### config.mk
export PLATFORM = sky130hd
export DESIGN_NAME = mem_port_arbiter
export DESIGN_NICKNAME = d
export VERILOG_FILES = /design/src/rtl/mem_port_arbiter.sv
export SDC_FILE = /design/constraint.sdc
export NUM_CORES = 1
export LEC_CHECK = 0
export CORE_MARGIN = 2
export CORE_UTILIZATION = 30
export DETAILED_ROUTE_END_ITERATION = 16
export PLACE_DENSITY_LB_ADDON = 0.1
export SLEW_MARGIN = 20
export SYNTH_ARGS = -nofsm -noshare
export SYNTH_HDL_FRONTEND = slang
export SYNTH_SLANG_ARGS = --single-unit
### constraint.sdc
create_clock -name clk -period 1.45 [get_ports clk]
set_clock_uncertainty 0.05 [all_clocks]
set_input_delay 0.29 -clock clk [delete_from_list [all_inputs] [get_ports clk]]
set_output_delay 0.29 -clock clk [all_outputs]
set_load 0.005 [all_outputs]
### src/rtl/mem_port_arbiter.sv
// Two-requester arbiter sharing one memory port between instruction fetch and the LSQ.
// The granted command is latched for the whole transaction; flushed fetches are drained silently.
module mem_port_arbiter #(
   parameter int width      = 32,
   parameter int starve_max = 2
) (
   input  logic               clk,
   input  logic               rst,
   input  logic               i_read,
   input  logic [width-1:0]   i_address,
   input  logic               i_flush,
   output logic               i_resp,
   output logic [width-1:0]   i_rdata,
   input  logic               d_read,
   input  logic               d_write,
   input  logic [width/8-1:0] d_byte_enable,
   input  logic [width-1:0]   d_address,
   input  logic [width-1:0]   d_wdata,
   output logic               d_resp,
   output logic [width-1:0]   d_rdata,
   output logic               mem_read,
   output logic               mem_write,
   output logic [width/8-1:0] mem_byte_enable,
   output logic [width-1:0]   mem_address,
   output logic [width-1:0]   mem_wdata,
   input  logic               mem_resp,
   input  logic [width-1:0]   mem_rdata
);

   typedef enum logic [1:0] {IDLE, SERVE_I, SERVE_D, DRAIN_I} state_t;

   localparam logic [1:0] STARVE_LIM = 2'(starve_max);

   state_t     state;
   logic [1:0] starve_cnt;
   logic       d_pend;
   logic       grant_d;
   logic       grant_i;

   assign d_pend = d_read | d_write;

   // D wins until it has starved a waiting fetch starve_max times; flush blocks an I grant.
   always_comb begin
      grant_d = 1'b0;
      grant_i = 1'b0;
      if (state == IDLE) begin
         if (d_pend && (starve_cnt < STARVE_LIM))
            grant_d = 1'b1;
         else if (i_read && !i_flush)
            grant_i = 1'b1;
         else if (d_pend)
            grant_d = 1'b1;
      end
   end

   always_ff @(posedge clk) begin
      if (rst) begin
         state           <= IDLE;
         starve_cnt      <= 2'd0;
         mem_read        <= 1'b0;
         mem_write       <= 1'b0;
         mem_byte_enable <= '0;
         mem_address     <= '0;
         mem_wdata       <= '0;
      end else begin
         case (state)
            IDLE: begin
               if (grant_d) begin
                  state           <= SERVE_D;
                  mem_read        <= d_read & ~d_write;
                  mem_write       <= d_write;
                  mem_byte_enable <= d_byte_enable;
                  mem_address     <= d_address;
                  mem_wdata       <= d_wdata;
                  if (!i_read)
                     starve_cnt <= 2'd0;
                  else if (starve_cnt < STARVE_LIM)
                     starve_cnt <= starve_cnt + 2'd1;
               end else if (grant_i) begin
                  state           <= SERVE_I;
                  mem_read        <= 1'b1;
                  mem_write       <= 1'b0;
                  mem_byte_enable <= '1;
                  mem_address     <= i_address;
                  mem_wdata       <= '0;
                  starve_cnt      <= 2'd0;
               end else if (!i_read) begin
                  starve_cnt <= 2'd0;
               end
            end
            SERVE_I: begin
               if (mem_resp) begin
                  state     <= IDLE;
                  mem_read  <= 1'b0;
                  mem_write <= 1'b0;
               end else if (i_flush) begin
                  state <= DRAIN_I;
               end
            end
            // An issued access is never cancelled; wait for memory before going idle.
            SERVE_D, DRAIN_I: begin
               if (mem_resp) begin
                  state     <= IDLE;
                  mem_read  <= 1'b0;
                  mem_write <= 1'b0;
               end
            end
            default: state <= IDLE;
         endcase
      end
   end

   assign i_resp  = (state == SERVE_I) && mem_resp && !i_flush;
   assign i_rdata = i_resp ? mem_rdata : '0;
   assign d_resp  = (state == SERVE_D) && mem_resp;
   assign d_rdata = d_resp ? mem_rdata : '0;

endmodule

# Word level (Yosys, flattened, before mapping)
# Index checks and enable logic that the tools add are counted.
[totals] output_inout_bits=136 elab_cells=68 reg_bits=74
[op_classes] n_eq_ne=9 order_cmp=1 mux=33 reduce_logical=14 n_bitwise=3 add_sub_neg=1
[op_table] operator="$mux 32" n=6
[op_table] operator="$mux 2" n=10
[op_table] operator="$mux 1" n=12
[op_table] operator="$mux 4" n=2
[op_table] operator="$ne 3x3->1 const B" n=2
[op_table] operator="$pmux 2 s3" n=1
[op_table] operator="$reduce_and 3->1" n=2
[op_table] operator="$logic_and 1x1->1" n=5
[op_table] operator="$eq 2x2->1 const B" n=2
[op_table] operator="$pmux 1 s2" n=2
[op_table] operator="$reduce_and 2->1" n=2
[op_table] operator="$ne 3x1->1 const B" n=1
[op_table] operator="$ne 3x2->1 const B" n=1
[op_table] operator="$reduce_or 3->1" n=1
[op_table] operator="$add 2x1->2 const B" n=1
[op_table] operator="$eq 2x1->1 const B" n=1
[op_table] operator="$logic_not 2->1" n=1
[op_table] operator="$lt 2x2->1 const B" n=1
[op_table] operator="$ne 2x1->1 const B" n=1
[op_table] operator="$ne 2x2->1 const B" n=1
[op_table] operator="$reduce_bool 2->1" n=1
[op_table] operator="$reduce_or 2->1" n=1
[op_table] operator="$and 1x1->1" n=1
[op_table] operator="$logic_not 1->1" n=1
[op_table] operator="other kinds (2)" n=2

# Depth between registers and ports, before layout
[depth] ltp_word=8 mapped_depth=7 mapped_depth_nobuf=4

# Least setup slack after synthesis
# OpenSTA, ideal clock, no wires.
[synth_path] path_kind="register -> register" startpoint="register state[0]" endpoint="register mem_address[10]" arrival_time_ps=1377 setup_ps=88 path_buffers=3 path_slack_ps=-65 synth_period_minus_slack_ps=1515 t_required_ps=1312 path_stages_with_launch=8 cell_sequence="dfxtp_1 or2_1 buf_2 nor3_4 buf_6 buf_6 nor4_1 nor4_2"
[synth_via] elab_chain_len=4
[synth_rtl] item="from (decl)" line_no="34" rtl="state_t state;"
[synth_rtl] item="from (signal assigned)" line_no="58" rtl="state <= IDLE;"
[synth_rtl] item="from (signal assigned)" line_no="69" rtl="state <= SERVE_D;"
[synth_rtl] item="from (signal assigned)" line_no="80" rtl="state <= SERVE_I;"
[synth_rtl] item="$logic_not 2->1 (*)" line_no="46, 66"
[synth_rtl] item="$mux 1" line_no="46" rtl="if (state == IDLE) begin"
[synth_rtl] item="$reduce_bool 2->1 (no line)"
[synth_rtl] item="$reduce_and 2->1 (no line)"
[synth_rtl] item="to (signal assigned)" line_no="73" rtl="mem_address <= d_address;"
[synth_rtl] item="to (signal assigned)" line_no="84" rtl="mem_address <= i_address;"
[synth_rtl] item="to (decl)" line_no="24" rtl="output logic [width-1:0] mem_address,"
# Every way passes the cells marked *; elsewhere a longest branch is shown, timed or not.
# A chain may end at the register's enable or synchronous reset.

# Worst setup path after layout
[layout_path] startpoint="register state[1]" endpoint="output i_rdata[18]"
[layout_via] elab_chain_len=4
[layout_rtl] item="$eq 2x1->1" line_no="113" rtl="assign i_resp = (state == SERVE_I) && mem_resp && !i_flush;"
[layout_rtl] item="$logic_and 1x1->1 (2 in series)" line_no="113"
[layout_rtl] item="$mux 32" line_no="114" rtl="assign i_rdata = i_resp ? mem_rdata : '0;"
[layout_rtl] item="to (decl)" line_no="13" rtl="output logic [width-1:0] i_rdata,"
# No other way between the ends.

==> results.md <==
| Step | Metric | Value |
|---|---|---|
| status | Status | finished, violations left |
| status | Failing checks | setup timing |
| clock tree | Hold Buf Count CTS | 0 |
| floorplanning | Horizontal extent of the die | 111 um |
| synthesis | Most numerous cell types in the synthesized netlist | sky130_fd_sc_hd__nor2_1 (108), sky130_fd_sc_hd__dfxtp_1 (74), sky130_fd_sc_hd__and2_1 (64) |
| sta | Measured slew at the worst slew-check pin | 293 ps |
| finish | Ant. Diodes | 0 |
| global route | Overall overflow remaining after global route | 0 |
| worst setup path | Critical Path RT | 1110 ps |
| synthesis | Post-synth cell types | 30 |
| sta | Remaining max-slew budget at the tightest pin | 0.804 |
| sta | Final slew viol count | 0 |
| synthesis | Number of cells produced by synthesis | 415 |
| synthesis | Proportion of synthesized flip-flops having asynchronous set or reset | 0 |
| global route | Maximum number of pins on one net before global-route repair | 39 |
| clock tree | Clock latency of the later-clocked register in the worst-skew pair | 330 ps |
| worst setup path | Cell depth of the worst flop-to-flop path | 8 |
| finish | Post-Layout Cell Count | 897 |
| synthesis | Synth top area share | 0.430 |
| floorplanning | Die height | 111 um |
| sta | Count of final hold-check violations | 0 |
| floorplanning | Count of standard-cell rows | 39 |
| worst setup path | Maximum cell stage delay along the critical path | 330 ps |
| min path | Worst Hold Endpoint | mem_address[29] |
| clock tree | Maximum level of the CTS H-tree | 3 |
| synthesis | Post-synth design cell area | 3450 um2 |
| worst setup path | Kind of critical path | flip-flop to output port |
| worst setup path | Highest fanout seen on the critical path | 4 |
| run | MaxCap Viol Count | 0 |
| place | Placed Instance Area | 6470 um2 |
| synthesis | Count leader, synth | sky130_fd_sc_hd__nor2_1 |
| routing | Remaining design rule violation count | 0 |
| finish | Filler cell count | 787 |
| routing | Number of DRC markers after the initial detailed-route iteration | 201 |
| synthesis | Top_reg_cell synth | sky130_fd_sc_hd__dfxtp_1 |
| floorplanning | Starting Density | 0.304 |
| finish | Fraction of final layout cells sized beyond drive strength 1 | 0.415 |
| synthesis | Biggest area contributors in the synthesized netlist | sky130_fd_sc_hd__dfxtp_1 (43%), sky130_fd_sc_hd__nor2_1 (12%), sky130_fd_sc_hd__and2_1 (12%), sky130_fd_sc_hd__nor4_1 (8.5%), sky130_fd_sc_hd__a22oi_1 (7.2%) |
| worst setup path | Largest delay share family, worst path | simple AND/OR/NAND/NOR gates |
| pwr | Worst-case vdd ir drop | 0.683 mV |
| synthesis | Number of synthesis warnings | 0 |
| worst setup path | CP startpoint kind | flip-flop |
| synthesis | Syn Area/Cell | 8.31 um2 |
| finish | Area of combinational cells with multiple inputs | 2390 um2 |
| clock tree | Maximum root-to-sink buffer count | 2 |
| clock tree | Number of clock sinks | 74 |
| place | Cell Count Post-Placement | 822 |
| worst setup path | Worst path slowest cell | sky130_fd_sc_hd__dfxtp_2 |
| worst setup path | Buffers plus inverters on the worst setup path | 3 |
| worst setup path | Reg-to-reg critical path endpoint | mem_address[1] |
| clock tree | CTS buffer count | 9 |
| routing | Detailed-routing iteration count for the pre-antenna-repair pass | 4 |
| synthesis | Share of the yosys chip area belonging to registers | 0.430 |
| sta | Unrepaired setup endpoints after global routing | true |
| finish | Number of nets in the layout | 888 |
| sta | Post-layout worst setup margin | -405 ps |
| worst setup path | Setup slack of the most critical reg-to-reg path | -270 ps |
| min path | Worst min-delay path startpoint | rst |
| pwr | Pleak | 3.70 nW |
| place | Final estimated routing congestion in global placement | 0.792 |
| synthesis | Number of nets in the synthesized netlist | 554 |
| sta | Post-layout min period | 1860 ps |
| routing | Number of nets with antenna violations after routing | 0 |
| clock tree | Clock-pin transition on the worst setup and hold timing paths | 60 ps |
| worst setup path | Signal arrival time at the worst endpoint | 1520 ps |
| floorplanning | Overall die area | 12,400 um2 |
| worst setup path | R2r startpoint | state[0] |
| sta | Post-route clock period utilization | 1.28 |
| sta | Achievable clock frequency | 0.539 GHz |
| min path | Kind of path behind the tightest hold check | input port to flip-flop |
| place | Port Buffer Count | 274 |
| place | Half-perimeter wire length after detailed placement | 10,300 um |
| finish | Syn-to-layout area delta | 143% |
| synthesis | Flip-flop and latch count after synthesis | 74 |
| floorplanning | Number of top-level pins | 275 |
| global route | Vias in the first global route | 4,541 |
| routing | Routed wirelength normalized by instance count | 18.7 um |
| global route | Number of antenna violations at the first check in global routing | 0 |
| global route | Global-route wire length before repair | 24,500 um |
| pwr | P per Cell Area | 891 nW/um2 |
| sta | Total Negative Setup Slacks | -34,880 ps |
| worst setup path | Endpoint class of the critical path | output port |
| clock tree | CTS tree | done |
| synthesis | EDFF count, synth | 0 |
| place | Pre-CTS WS | -792 ps |
| sta | Final setup vio count | 139 |
| routing | Detail-routed via count per cell | 4.97 |
| routing | Final wirelength | 16,800 um |
| global route | Global Route Usage Sum | 0.246 |
| worst setup path | Cells traversed along the worst timing path | and4bb_2, buf_6, clkbuf_16, and2_4, buf_6 |
| finish | Storage cell area | 1490 um2 |
| min path | Hold Path Depth | 2 |
| worst setup path | Number of stages on the worst setup path | 5 |
| finish | Summed area of non-filler cells in the final layout | 8360 um2 |
| synthesis | Cell type with the highest aggregate area in the netlist | sky130_fd_sc_hd__dfxtp_1 |
| worst setup path | CP dominant cell by count | sky130_fd_sc_hd__buf_6 |
| routing | DR vias | 4,458 |
| floorplanning | Area of the core region | 11,300 um2 |
| clock tree | Clock tree root buffer cell | sky130_fd_sc_hd__clkbuf_16 |
-- final cells by class --
type	instances	area share
Timing Repair Buffer	362	0.477
Multi-Input combinational cell	302	0.286
Sequential cell	74	0.178
Clock buffer	11	0.0302
Tap cell	143	0.0214
Clock inverter	5	0.00733
-- sequential cells by signal (all words and copies together) (netlist names) --
signal,flops
mem_read,1
mem_wdata,32
state,2
starve_cnt,2
mem_byte_enable,4
mem_address,32
mem_write,1
-- power breakdown --
part / switching (mW) / total, mW / internal, mW
sequential: 0.115 / 2.37 / 2.25
clock: 0.866 / 2.30 / 1.43
combinational: 1.15 / 2.78 / 1.63
-- cells in the final DEF (no fill, tap or decap), types with 3 or more instances in the layout --
cell / instances
sky130_fd_sc_hd__a22oi_1: 18
sky130_fd_sc_hd__a22oi_2: 15
sky130_fd_sc_hd__and2_1: 5
sky130_fd_sc_hd__and2_4: 59
sky130_fd_sc_hd__buf_12: 22
sky130_fd_sc_hd__buf_16: 6
sky130_fd_sc_hd__buf_2: 7
sky130_fd_sc_hd__buf_4: 27
sky130_fd_sc_hd__buf_6: 83
sky130_fd_sc_hd__buf_8: 5
sky130_fd_sc_hd__bufbuf_16: 3
sky130_fd_sc_hd__clkbuf_16: 11
sky130_fd_sc_hd__clkdlybuf4s50_1: 133
sky130_fd_sc_hd__dfxtp_1: 71
sky130_fd_sc_hd__dlygate4sd2_1: 72
sky130_fd_sc_hd__nand2_1: 3
sky130_fd_sc_hd__nor2_1: 106
sky130_fd_sc_hd__nor4_1: 22
sky130_fd_sc_hd__nor4_2: 28
sky130_fd_sc_hd__nor4_4: 14
sky130_fd_sc_hd__o22ai_2: 3
-- worst max-delay path by stage --
stage / startpoint / end / slack (ps)
floorplan: d_read / mem_address[11] / -20
global placement: mem_resp / d_rdata[30] / -810
detailed placement: mem_resp / d_rdata[1] / -790
CTS: state[1] / d_rdata[21] / -410
global route: state[1] / d_rdata[14] / -480
finish: state[1] / i_rdata[18] / -410
-- layer usage --
| metal | track usage | routed length, um | share of wire |
|---|---|---|---|
| met1 | 0.280 | 6370 | 0.38 |
| met2 | 0.456 | 8940 | 0.53 |
| met3 | 0.0612 | 1110 | 0.066 |
| met4 | 0.0683 | 376 | 0.022 |
| met5 | 0 | 0 | 0 |
-- logic make-up (layout without fill, tap and decap cells) --
kind of cell	Yosys count	after routing	share of synthesized area
flip-flops	74	74	0.430
AO/OA/AOI/OAI	46	46	0.0958
buffers and inverters	39	378	0.0552
AND/OR/NAND/NOR	256	256	0.419
-- stage by stage --
step	power, mW	hold WS (ps)	util
5_1_grt	7.78	351	0.739
6_report	7.45	329	0.739
3_3_place_gp	4.32	408	0.571
3_5_place_dp	4.35	418	0.571
2_1_floorplan	3.19	383	-
4_1_cts	7.25	329	0.685
-- what timing repair did --
| item | CTS | global route |
|---|---|---|
| pin swaps | 75 | 24 |
| gates cloned | 16 | 2 |
| setup endpoints to repair | 210 | 140 |
| gates resized for setup | 523 | 101 |
| setup buffers | 26 | 20 |
Power figures use the tool's default switching activity.
